--- config.mk ---
export PLATFORM = sky130hd
export DESIGN_NAME = byte_queue
export DESIGN_NICKNAME = d
export VERILOG_FILES = /design/src/rtl/byte_queue.sv
export SDC_FILE = /design/constraint.sdc
export NUM_CORES = 1
export LEC_CHECK = 0
export CELL_PAD_IN_SITES_DETAIL_PLACEMENT = 1
export CELL_PAD_IN_SITES_GLOBAL_PLACEMENT = 2
export CORE_AREA = 3 3 92 94
export DETAILED_ROUTE_END_ITERATION = 16
export DIE_AREA = 0 0 95 97
export PLACE_DENSITY = 0.86
export SKIP_CTS_REPAIR_TIMING = 1
export SLEW_MARGIN = 30
export SYNTH_ARGS = -nofsm -noshare
export SYNTH_HDL_FRONTEND = slang
export SYNTH_SLANG_ARGS = --single-unit
--- constraint.sdc ---
create_clock -name clock_10KHZ -period 4.08 [get_ports clock_10KHZ]
set_clock_uncertainty 0.1 [all_clocks]
set_input_delay 0.816 -clock clock_10KHZ [delete_from_list [all_inputs] [get_ports clock_10KHZ]]
set_output_delay 0.816 -clock clock_10KHZ [all_outputs]
set_load 0.005 [all_outputs]
--- src/rtl/byte_queue.sv ---
// Byte FIFO fed by the deserializer over a 4-phase req/ack handshake and drained
// one entry per dequeue request; everything runs on clock_10KHZ.
`timescale 1ns/1ps

module byte_queue #(
    parameter int DEPTH       = 8,
    parameter int WIDTH       = 8,
    parameter int SYNC_STAGES = 2
) (
    input  logic                         clock_10KHZ,
    input  logic                         reset,
    input  logic [WIDTH-1:0]             data_in,
    input  logic                         data_ready_in,
    output logic                         ack_out,
    input  logic                         dequeue_in,
    output logic [WIDTH-1:0]             data_out,
    output logic                         data_valid_out,
    output logic [$clog2(DEPTH+1)-1:0]   len_out,
    output logic                         full_out,
    output logic                         empty_out
);

    localparam int PTR_W = $clog2(DEPTH);
    localparam int LEN_W = $clog2(DEPTH + 1);
    localparam logic [LEN_W-1:0] FULL_LEN = LEN_W'(DEPTH);

    typedef enum logic {
        IDLE,
        ACK
    } state_t;

    state_t                 state;
    state_t                 next_state;
    logic [SYNC_STAGES-1:0] sync_q;
    logic                   req_s;
    logic                   do_write;
    logic                   do_read;
    logic [PTR_W-1:0]       wr_ptr;
    logic [PTR_W-1:0]       rd_ptr;
    logic [LEN_W-1:0]       len_next;
    logic [WIDTH-1:0]       mem [DEPTH];

    // data_in is stable for the whole request, so only the request level is synchronised.
    always_ff @(posedge clock_10KHZ or negedge reset) begin
        if (!reset) begin
            sync_q <= '0;
        end else begin
            sync_q <= {sync_q[SYNC_STAGES-2:0], data_ready_in};
        end
    end

    assign req_s = sync_q[SYNC_STAGES-1];

    always_ff @(posedge clock_10KHZ or negedge reset) begin
        if (!reset) begin
            state <= IDLE;
        end else begin
            state <= next_state;
        end
    end

    // NOTE: defaults first so no path through always_comb leaves a signal unassigned (no latches).
    always_comb begin
        next_state = state;
        do_write   = 1'b0;
        case (state)
            IDLE: begin
                if (req_s && !full_out) begin
                    do_write   = 1'b1;
                    next_state = ACK;
                end
            end
            ACK: begin
                if (!req_s) begin
                    next_state = IDLE;
                end
            end
            default: next_state = IDLE;
        endcase
    end

    assign ack_out = (state == ACK);
    assign do_read = dequeue_in && !empty_out;

    // Both sides act on the pre-edge occupancy, so a full queue pops first and an empty one writes first.
    always_comb begin
        len_next = len_out;
        case ({do_write, do_read})
            2'b10:   len_next = len_out + LEN_W'(1);
            2'b01:   len_next = len_out - LEN_W'(1);
            default: len_next = len_out;
        endcase
    end

    always_ff @(posedge clock_10KHZ or negedge reset) begin
        if (!reset) begin
            wr_ptr         <= '0;
            rd_ptr         <= '0;
            len_out        <= '0;
            full_out       <= 1'b0;
            empty_out      <= 1'b1;
            data_out       <= '0;
            data_valid_out <= 1'b0;
        end else begin
            len_out        <= len_next;
            full_out       <= (len_next == FULL_LEN);
            empty_out      <= (len_next == '0);
            data_valid_out <= do_read;
            if (do_write) begin
                wr_ptr <= wr_ptr + PTR_W'(1);
            end
            if (do_read) begin
                rd_ptr   <= rd_ptr + PTR_W'(1);
                data_out <= mem[rd_ptr];
            end
        end
    end

    // NOTE: the storage array has no reset; its contents only matter once written.
    always_ff @(posedge clock_10KHZ) begin
        if (do_write) begin
            mem[wr_ptr] <= data_in;
        end
    end

endmodule

==> qor.txt, run 1 <==
Number of global-route vias before repair - 1968
Total GRT Usage - 16.2%
Footprint of the multi-input gates - 976 um^2
Residual DRC - 0
Number of synthesized flops with an enable pin - 64
GRT Residual Overflow - 0
Tcrit/Tclk final - 69.2%
Sequential share of power - 50.8%
Gr busiest metal - met2
Number of diodes - 0
Die height - 97 um
Layout cells sized above 1 - 21.5%
Setup violators final - 0
Fmax - 354 MHz
Hold Crit Depth - 0
Die ar. - 9220 um^2
Pint - 0.00178 W
Slew headroom - 38.3%
Sequential area share after synthesis - 71.2%
Data required time of the worst path - 4230 ps
Antenna-violating nets left - 0
Reg area - 2520 um^2
Top post-synthesis cells by count - edfxtp_1 (64), dfrtp_1 (23), nand2_1 (19), mux4_2 (16)
Routability congestion estimate - 0.763
Endpoint type of the worst setup path - register
CTS Sinks - 88
Worst path slowest cell - clkdlybuf4s50_1
First-pass GRT wire length - 10900 um
Peak supply drop - 0.000212 V
Max-cap violations - 0
GR Util met2 - 25.3%
Routed length per instance - 19.8 um
Clk pin slew, worst setup/hold paths - 80 ps
Met1 usage - 20.9%
Clock buffer count from CTS - 9
Clock Latency Late Sink - 370 ps
Fin nets - 248
Least-Margin Pin Slew - 922 ps
Pwr dens - 641 nW/um^2
Final worst slack - 1260 ps
Switching part of the total - 32.4%
Worst EP arrival - 2970 ps
Syn Inst Count - 201
Final Hold Slack - 273 ps
CP Max Fanout - 24
Most numerous cell in the Yosys netlist - edfxtp_1
Synth async-reset ratio - 27.3%
Core Util, Final - 53.1%
Ports - 28
Most common flop cell mapped by yosys - edfxtp_1
Cell Area, Synth - 3540 um^2
Initial antenna violation count - 0
Switch Pwr - 0.000851 W
Clock network fraction of total power - 20.9%
HPWL after DPL - 4450 um
Leakage power total - 1.43 nW
Drt initial violations - 72
Final hold violation count - 0
Dpl ws - 837 ps
YS warnings - 0
Max Slew Vio Count - 0
Port Buffers - 27
Power, Total - 0.00263 W
Total wire length - 6730 um
Library cells used by synthesis - 36
Largest cells by area after synthesis - edfxtp_1 (54%), dfrtp_1 (16%), mux4_2 (10%), mux2i_1 (2.3%), nand2_1 (2.0%)
Fill cell count - 714
R2R depth - 8
Root buffer cell - clkbuf_8
Pre-antenna DRT Iters - 4
Via-to-Cell Ratio - 5.31
Hold Path Class - register to register
Outcome - completed
Max incr delay on CP - 470 ps
Row count - 32
Starting density of the core - 45.9%
GR Util met3 - 4.59%
Cell type with the highest aggregate area in the netlist - edfxtp_1
Tmin final - 2820 ps
Largest net degree at the start of global routing - 25
Mean Syn Cell Area - 17.6 um^2
Detailed-route via count - 1800
H-tree levels - 3
Placeable Area - 7730 um^2
Synth-to-Final Area Change - 15.9%
Post-synthesis register bit count - 88
Post-Syn Nets - 217
Die width - 95 um
Post-synth top area share - 54.2%
RSZ-0062 raised after global routing - no
Comb power frac - 28.4%
CTS Buffer Depth - 2
CP cell instances - clkdlybuf4s50_1 > nand2b_2 > inv_1 > nand2_1 > xnor2_1 > ha_1 > a21oi_1 > o21ai_0 > nor3b_2 > xnor2_1 > nor3b_2
Post-Route Setup TNS - 0 ps
Setup CP Type - input pin to register
CTS tree - built
Critical path launch point type - input pin
final timing paths:
check | startpoint | to | slack (ps)
max in group asynchronous | reset | rd_ptr[0] | 3190
worst min-delay path | sync_q[0] | sync_q[1] | 270
worst max-delay path | dequeue_in | full_out | 1260
min in group asynchronous | reset | len_out[0] | 310
worst min register to register | sync_q[0] | sync_q[1] | 270
worst max register to register | full_out | full_out | 1550
per-stage QoR:
step	area, um^2	instances
after global placement	3930	323
after floorplan	3540	201
after detailed placement	3920	323
after global routing	4110	339
final	4110	339
after CTS	4100	339
placed cells by master (no fill, tap or decap), types with 2 or more instances in the layout:
| cell type | instances |
|---|---|
| edfxtp_1 | 64 |
| clkbuf_8 | 9 |
| buf_4 | 2 |
| nor3b_1 | 2 |
| xnor2_1 | 7 |
| nor3_2 | 2 |
| inv_1 | 5 |
| nor3b_2 | 2 |
| nand3_1 | 2 |
| inv_6 | 4 |
| clkdlybuf4s50_1 | 26 |
| nor3_1 | 3 |
| nand2b_1 | 2 |
| ha_1 | 4 |
| mux2i_1 | 8 |
| dfrtp_1 | 22 |
| nor2_1 | 5 |
| o21ai_1 | 8 |
| nand2_1 | 19 |
| mux4_2 | 16 |
area by class of cell:
type,instances,share of cell area [%]
flip-flops and latches,88,61.5
inverters,6,0.548
well taps,102,3.11
repair buffers,29,6.83
clock buffers,9,3.02
multi-input cells,98,23.8
clock inverters,7,1.25
sequential cells by signal, summed over array words and instances (netlist names):
signal          count
mem                64
data_out            8
len_out             4
rd_ptr              3
wr_ptr              3
sync_q              2
ack_out             1
data_valid_out      1
empty_out           1
full_out            1
routing by layer:
layer / vias up / wire length [um]
met3: 12 / 286
met5: - / 0
li1: 827 / -
met1: 913 / 2880
met4: 0 / 151
met2: 48 / 3410
logic make-up after synthesis:
| group | share of synthesized area [%] |
|---|---|
| muxes | 12.7 |
| xor gates and xnor gates | 1.73 |
| AOI/OAI and AO/OA | 3.64 |
| buffers and inverters | 1.91 |
| adders and majority gates | 1.41 |
| DFF | 71.2 |
| and+or+nand+nor | 7.34 |
worst max-delay path: cells and delay by family:
kind / cells / cell delay (ps)
AOI/OAI and AO/OA: 2 / 250
adders and majority gates: 1 / 180
and+or+nand+nor: 4 / 600
xor gates and xnor gates: 2 / 410
buffers and inverters: 2 / 710
power by group through the flow:
stage | registers (W) | clock network, W | logic [W]
6_report | 0.00134 | 0.000549 | 0.000747
5_1_grt | 0.00137 | 0.000604 | 0.000813
4_1_cts | 0.00134 | 0.000567 | 0.000757
3_5_place_dp | 0.00136 | 0 | 0.000755
3_3_place_gp | 0.00135 | 0 | 0.000733
2_1_floorplan | 0.00121 | 0 | 0.000593
No activity file was read; power rests on OpenSTA's default activity.
==> run 2, diff against run 1 <==
CORE_AREA = 3 3 100 102   (was 3 3 92 94)
DIE_AREA = 0 0 103 105   (was 0 0 95 97)
PLACE_DENSITY = 0.77   (was 0.86)
clock period = 2.4 ns   (was 4.08 ns; I/O delays follow)
==> run 2 against run 1 <==
  * Utilization is 7.1 points lower
  * Die area is 17% higher
  * Critical path type is now register to register
  * Flip-flop and latch count stayed put
  * Power is 75% higher
  * Non-clock buffer count is 14 higher
  * Via count is 1.9% higher
==> qor.txt, run 2 (synthesis results as in run 1) <==
Clk pin slew, worst setup/hold paths - 90 ps
Final worst slack - 160 ps
Total GRT Usage - 13.3%
Most frequent cells in the layout - edfxtp_1 (64), clkdlybuf4s50_1 (27), dfrtp_1 (23)
Fin area - 4230 um^2
Placed Area - 4030 um^2
Number of global-route vias before repair - 1934
Root buffer cell - clkbuf_8
CTS Sinks - 88
Antenna-violating nets left - 0
Comb power frac - 31.8%
Pwr dens - 1090 nW/um^2
Synth-to-Final Area Change - 19.4%
Drt initial violations - 97
Port Buffers - 27
Ports - 28
Residual DRC - 0
RSZ-0062 raised after global routing - no
GRT Residual Overflow - 0
Commonest non-fill, non-tap cell in the layout - edfxtp_1
Leakage power total - 1.51 nW
Worst EP arrival - 2420 ps
Final hold violation count - 0
Die ar. - 10800 um^2
CP Launch Point - full_out
First-pass GRT wire length - 10500 um
Dpl ws - -184 ps
Routed length per instance - 18.4 um
Largest net degree at the start of global routing - 25
Switch Pwr - 0.00142 W
Max Slew Vio Count - 0
Switching part of the total - 30.8%
Starting density of the core - 38.5%
CTS Buffer Depth - 2
Routability congestion estimate - 0.719
Hold Path Origin - sync_q[0]
Endpoint type of the worst setup path - register
HPWL after DPL - 4440 um
Max reg flops - 64
Clock buffer count from CTS - 9
Tmin final - 2240 ps
Pint - 0.00318 W
Die height - 105 um
Max-cap violations - 0
Clock Latency Late Sink - 350 ps
Setup violators final - 0
Via-to-Cell Ratio - 5.07
Outcome - completed
Pre-antenna DRT Iters - 4
CP Max Fanout - 9
Detailed-route via count - 1835
Fin nets - 262
Initial antenna violation count - 0
Biggest regs - mem x64, data_out x8, len_out x4
Sequential share of power - 45.7%
Clock network fraction of total power - 22.5%
Data required time of the worst path - 2580 ps
Placed cell count - 346
Total wire length - 6640 um
Least-Margin Pin Slew - 537 ps
Placeable Area - 9200 um^2
Layout cells sized above 1 - 23.5%
Worst r2r src - full_out
Number of diodes - 0
Critical path launch point type - register
Slew headroom - 64.2%
CTS tree - built
Row count - 35
Die width - 103 um
Peak supply drop - 0.000286 V
Fmax - 446 MHz
H-tree levels - 3
Tcrit/Tclk final - 93.4%
Finished Layout Cells - 362
Hold Path Class - register to register
Setup CP Type - register to register
Largest Register - mem
## run 2: through the flow
stage / hold WS [ps] / util (%) / power [W] / TNS (ps)
after global placement: 234 / 43.8 / 0.00359 / -131
after global routing: 286 / 46.0 / 0.00488 / 0
after CTS: 266 / 46.0 / 0.00467 / 0
after detailed placement: 256 / 43.8 / 0.00363 / -354
final: 264 / 46.0 / 0.00459 / 0
after floorplan: 84.4 / - / 0.00307 / 0
## run 2: critical path, stage by stage (launching register included)
cell and delay (ps):
dfrtp_1 420, nor3b_4 230, inv_2 130, ha_1 280
nor2b_1 210, nand4_2 140, a311o_2 360, o311ai_4 100
nor3b_2 210
## run 2: per-layer routing
metal	GRT usage (%)	vias to the layer above	wire length [um]
met5	0	-	0
met4	4.72	0	80
met3	3.47	7	188
met2	21.6	34	3240
met1	17.2	939	3140
li1	-	855	-
## run 2: final timing paths
kind,slack [ps],end,depth (start not counted)
min in group asynchronous,390,len_out[3],2
max reg2reg,160,full_out,8
max in group asynchronous,1530,empty_out,2
max,160,full_out,8
min reg2reg,260,sync_q[1],0
min,260,sync_q[1],0
## run 2: layout make-up
type / instances / area [um^2]
fillers: 901 / 4970
flip-flops and latches: 88 / 2520
multi-input cells: 98 / 952
well taps: 111 / 139
repair buffers: 43 / 390
clock inverters: 7 / 78.8
inverters: 6 / 22.5
clock buffers: 9 / 124
## run 2: power groups by stage
stage                     Clock, W  Sequential [W]  Combinational, W
after global placement           0         0.00213           0.00146
after global routing       0.00112         0.00214           0.00162
after detailed placement         0         0.00214           0.00149
after floorplan                  0         0.00206           0.00101
after CTS                  0.00107         0.00211           0.00150
final                      0.00103         0.00210           0.00146
